<file path="src/rtl/instr_sequencer.sv">
`timescale 1ns/1ps
// Fetch/decode sequencer for the mnpk01 core: fetches opcode + operands from a combinational ROM,
// issues over valid/ready, owns the PC. Optional trap on illegal opcodes via ILLEGAL_TRAP_EN.
//
// state     | meaning
// S_FETCH   | read opcode at pc, decode operand count
// S_OPERAND | collect one operand word per cycle into slot idx
// S_ISSUE   | instruction presented to execute, wait for ready
// S_HALT    | HLT retired; frozen until reset
module instr_sequencer #(
  parameter int                 DATA_W   = 8,
  parameter int                 ADDR_W   = 16,
  parameter int                 MAX_OPS  = 3,
  parameter logic [ADDR_W-1:0]  TRAP_VEC = 16'h0010
) (
  input  logic                        clk,
  input  logic                        rst_n,
  output logic [ADDR_W-1:0]           rom_addr,
  input  logic [DATA_W-1:0]           rom_data,
  input  logic                        pc_load,
  input  logic [ADDR_W-1:0]           pc_load_addr,
  output logic                        instr_valid,
  input  logic                        instr_ready,
  output logic [DATA_W-1:0]           instr_opcode,
  output logic [MAX_OPS*DATA_W-1:0]   instr_ops,
  output logic [1:0]                  instr_nops,
  output logic                        halted,
  output logic                        illegal
);

  localparam int IDX_W = $clog2(MAX_OPS);

  localparam logic [DATA_W-1:0] OP_NOP = DATA_W'(8'h00);
  localparam logic [DATA_W-1:0] OP_LDI = DATA_W'(8'h01);
  localparam logic [DATA_W-1:0] OP_MOV = DATA_W'(8'h02);
  localparam logic [DATA_W-1:0] OP_LDW = DATA_W'(8'h03);
  localparam logic [DATA_W-1:0] OP_HLT = DATA_W'(8'hFF);

  typedef enum logic [1:0] {S_FETCH, S_OPERAND, S_ISSUE, S_HALT} state_t;

  state_t                      state_q, state_d;
  logic [ADDR_W-1:0]           pc_q, pc_d;
  logic [IDX_W-1:0]            idx_q, idx_d;
  logic [DATA_W-1:0]           opcode_q, opcode_d;
  logic [MAX_OPS*DATA_W-1:0]   ops_q, ops_d;
  logic [1:0]                  nops_q, nops_d;

  // Unknown opcodes decode to zero operands, so without the trap they issue like a NOP.
  function automatic logic [1:0] op_count(input logic [DATA_W-1:0] op);
    case (op)
      OP_LDI, OP_MOV: op_count = 2'd2;
      OP_LDW:         op_count = 2'd3;
      default:        op_count = 2'd0;
    endcase
  endfunction

`ifdef ILLEGAL_TRAP_EN
  logic illegal_q, illegal_d;

  function automatic logic op_legal(input logic [DATA_W-1:0] op);
    op_legal = (op == OP_NOP) || (op == OP_LDI) || (op == OP_MOV) ||
               (op == OP_LDW) || (op == OP_HLT);
  endfunction
`endif

  always_comb begin
    state_d  = state_q;
    pc_d     = pc_q;
    idx_d    = idx_q;
    opcode_d = opcode_q;
    ops_d    = ops_q;
    nops_d   = nops_q;
`ifdef ILLEGAL_TRAP_EN
    illegal_d = 1'b0;
`endif
    case (state_q)
      S_FETCH: begin
`ifdef ILLEGAL_TRAP_EN
        if (!op_legal(rom_data)) begin
          pc_d      = TRAP_VEC;
          illegal_d = 1'b1;
        end else
`endif
        begin
          opcode_d = rom_data;
          ops_d    = '0;
          nops_d   = op_count(rom_data);
          pc_d     = pc_q + 1'b1;
          if (op_count(rom_data) == 2'd0) begin
            state_d = S_ISSUE;
          end else begin
            idx_d   = '0;
            state_d = S_OPERAND;
          end
        end
      end
      S_OPERAND: begin
        ops_d[idx_q*DATA_W +: DATA_W] = rom_data;
        pc_d = pc_q + 1'b1;
        if (idx_q == IDX_W'(nops_q - 2'd1)) state_d = S_ISSUE;
        else                                idx_d   = idx_q + 1'b1;
      end
      S_ISSUE: begin
        if (instr_ready) state_d = (opcode_q == OP_HLT) ? S_HALT : S_FETCH;
      end
      S_HALT: ;
      default: state_d = S_FETCH;
    endcase

    // Redirect wins over everything except HALT; a handshake in the same cycle still completes.
    if (pc_load && state_q != S_HALT) begin
      pc_d    = pc_load_addr;
      state_d = S_FETCH;
      idx_d   = '0;
`ifdef ILLEGAL_TRAP_EN
      illegal_d = 1'b0;
`endif
    end
  end

  always_ff @(posedge clk or negedge rst_n) begin
    if (!rst_n) begin
      state_q  <= S_FETCH;
      pc_q     <= '0;
      idx_q    <= '0;
      opcode_q <= '0;
      ops_q    <= '0;
      nops_q   <= '0;
    end else begin
      state_q  <= state_d;
      pc_q     <= pc_d;
      idx_q    <= idx_d;
      opcode_q <= opcode_d;
      ops_q    <= ops_d;
      nops_q   <= nops_d;
    end
  end

`ifdef ILLEGAL_TRAP_EN
  always_ff @(posedge clk or negedge rst_n) begin
    if (!rst_n) illegal_q <= 1'b0;
    else        illegal_q <= illegal_d;
  end
  assign illegal = illegal_q;
`else
  assign illegal = 1'b0;
`endif

  assign rom_addr     = pc_q;
  assign instr_valid  = (state_q == S_ISSUE);
  assign halted       = (state_q == S_HALT);
  assign instr_opcode = opcode_q;
  assign instr_ops    = ops_q;
  assign instr_nops   = nops_q;

endmodule
</file>
<file path="config.mk">
export PLATFORM = sky130hd
export DESIGN_NAME = instr_sequencer
export DESIGN_NICKNAME = d
export VERILOG_FILES = /design/src/rtl/instr_sequencer.sv
export SDC_FILE = /design/constraint.sdc
export NUM_CORES = 1
export LEC_CHECK = 0
export ABC_AREA = 1
export BUFFER_PORTS_ARGS = -buffer_cell sky130_fd_sc_hd__buf_4
export CORE_ASPECT_RATIO = 1.2
export CORE_MARGIN = 1.5
export CORE_UTILIZATION = 46
export CTS_CLUSTER_DIAMETER = 60
export DETAILED_ROUTE_END_ITERATION = 10
export GPL_ROUTABILITY_DRIVEN = 0
export PLACE_DENSITY = 0.74
export SYNTH_ARGS = -nofsm -noshare
export SYNTH_HDL_FRONTEND = slang
export SYNTH_SLANG_ARGS = --single-unit
</file>
<file path="constraint.sdc">
create_clock -name clk -period 1.6 [get_ports clk]
set_clock_uncertainty 0.15 [all_clocks]
set_input_delay 0.32 -clock clk [delete_from_list [all_inputs] [get_ports clk]]
set_output_delay 0.32 -clock clk [all_outputs]
set_load 0.01 [all_outputs]
</file>
==> results.cfg <==
[place]
port_buffers = 79
dp_hpwl_um = 5880
dp_slack_ps = -149

[synthesis]
synth_top_area_cell = dfrtp_1
ys_top_cells_by_area = dfrtp_1, nand2_1, o21ai_0
synthCells = 375
ys_ff_latch = 54
netlist_area_um2 = 2920
synth_cell_types = 35
ys_warn_count = 0
dominantRegCellSynth = dfrtp_1
ys_seq_area_share_pct = 46.3
synth_top_cell_area_share_pct = 46.3
async_reset_ff_share_pct = 100
synth_edf_count = 0
synth_nets = 412
postSynthAreaPerCell_um2 = 7.78

[timing]
slew_violations = 0
final.min_clock_period_ps = 1760
hold_slack_ps = 121
fin_ws_ps = -159
max_freq_mhz = 568
min_period_over_period_pct = 110
finalHoldViolations = 0
rsz0062_at_grt = yes
timing.final.setup_violations = 37

[cells_and_area]
final_common_cell = buf_4
diodes = 0
drive_above_1_share_pct = 41.4
area_growth_pct = 54.1
fin_nets = 536
fin_util_pct = 73.8
final_cell_mix = buf_4, nand2_1, dfrtp_1

[worst_setup_path]
crit_arrival_ps = 1290
start_kind = flop
cp_top_family = flip-flops
cpPeakStageDelay_ps = 450
path_buf_inv = 4
critical-path-slowest-cell = dfrtp_2
path_cells = buf_6, inv_4, buf_6, ha_4, buf_6
cp_max_fo = 3
endpoint_kind = output pin
cpMostUsedCell = buf_6
crit_type = reg2out
cp.required_ps = 1130

[route]
routed_wl_um = 8340
vias_per_cell = 5.11
num_vias = 2976
wl_per_cell_um = 14.3
dr.pass1.iters = 4
drc = 0
antenna_left = 0
drt_iter0_markers = 91

[global_route]
grt_max_degree = 38
antenna_found_initial = 0
grt_pass1_wl_um = 12800
grt_use_total_pct = 23.9
overflow = 0
grt_pass1_vias = 2852

[cts]
clock_path_buffers = 2
ctsRootBufferMaster = clkbuf_8
path_clk_slew_ps = 100
cts_tree = done
htree_num_levels = 2
numCtsBuffers = 5
cts.sinks = 54
clock_latency_ps = 310

[die]
dieHeight_um = 90.2
die-area_um2 = 6830
row_count = 31
ios = 81
die_w_um = 75.7
coreArea_um2 = 6090
start_util_pct = 47.9

[pwr]
vdd.ir_drop.worst_uv = 549
p_per_area_nw_per_um2 = 815
leakage_nw = 2.17

[run]
max_cap_violations = 0

[min_path]
min_path_type = in2reg

[status]
violations = setup timing
status = finished with violations
[worst register-to-register path: stages (launching register included)]
cell,delay [ps]
dfrtp_2,470
buf_6,140
inv_4,50
buf_6,90
ha_4,120
buf_4,110
nand3_1,120
a21oi_1,260
nand3_2,100
nand2_1,70
[cell usage after synthesis (2+ instances only)]
| cell | n |
|---|---|
| o21ai_0 | 38 |
| o21ai_1 | 2 |
| o22ai_1 | 9 |
| nor2_1 | 35 |
| inv_1 | 50 |
| nor3_1 | 7 |
| inv_2 | 2 |
| nand2_2 | 2 |
| ha_1 | 9 |
| buf_4 | 3 |
| clkbuf_1 | 2 |
| o211ai_1 | 2 |
| o21ai_2 | 2 |
| nand3_1 | 34 |
| nand4_1 | 6 |
| buf_2 | 3 |
| a21oi_1 | 6 |
| nor2_2 | 2 |
| nand2_1 | 92 |
| dfrtp_1 | 54 |
[routing by layer]
layer / vias to the layer above / global-route usage (%) / part of all wire (%)
met4: 0 / 7.14 / 1.7
li1: 1461 / - / -
met3: 17 / 3.70 / 4.5
met5: - / 0 / 0
met2: 85 / 42.9 / 53
met1: 1413 / 28.4 / 40
[flip-flops by register name, summed over array words and instances, names as in the netlist]
signal        flops
state_q           2
instr_opcode      8
instr_nops        2
rom_addr         16
idx_q             2
instr_ops        24
[path summary, 6_finish.rpt]
kind                       slack (ps)                      start  cells past startpoint                        end
max in group asynchronous         560                      rst_n                      3   instr_ops[2]$_DFFE_PN0P_
setup reg to reg                 -140     state_q[0]$_DFFE_PN0P_                      9     state_q[1]$_DFFE_PN0P_
hold reg to reg                   350  instr_ops[10]$_DFFE_PN0P_                      2  instr_ops[10]$_DFFE_PN0P_
hold / removal                    120            pc_load_addr[1]                      3    rom_addr[1]$_DFFE_PN0P_
setup / recovery                 -160     state_q[0]$_DFFE_PN0P_                      5                instr_valid
min in group asynchronous         260                      rst_n                      2    rom_addr[4]$_DFFE_PN0P_
[cell type report]
cell class	instances	area (um^2)
well taps	82	103
multi-input cells	259	1610
flip-flops and latches	54	1350
inverters	53	219
fillers	465	1590
repair buffers	126	1100
clock buffers	6	72.6
clock inverters	2	37.5
[cells by family (layout without fill, tap and decap cells)]
logic type	Yosys count	in the layout	synth area share, %
adder cells (fa/ha/maj)	9	9	3.86
AO/OA/AOI/OAI	65	65	12.8
other	1	1	0.129
flip-flops	54	54	46.3
XOR/XNOR	2	2	0.601
buffers and inverters	62	187	8.97
AND/OR/NAND/NOR	182	182	27.3
[timing repair]
item                       in CTS  in global routing
hold endpoints to repair       17                  0
setup endpoints to repair      55                 52
hold buffers                    1                  0
gates cloned                    0                  1
pin swaps                       1                 25
gates resized for setup        15                104
setup buffers                   1                  5
[where the power goes]
part           total (mW)  internal (mW)  leakage (nW)  switching, mW
clock               0.943          0.468        0.0514          0.475
sequential           1.60           1.47         0.693          0.122
combinational        1.13          0.531          1.42          0.596
[per-stage QoR]
step	TNS, ps	instance area, um^2	power (mW)	instances
2_1_floorplan	0	2920	2.07	375
3_3_place_gp	-2850	3920	2.55	567
3_5_place_dp	-4890	3920	2.57	567
4_1_cts	-4020	4110	3.53	577
5_1_grt	-5080	4500	3.85	582
6_report	-2650	4500	3.66	582
Note: power is estimated with default switching activity, not from simulation.
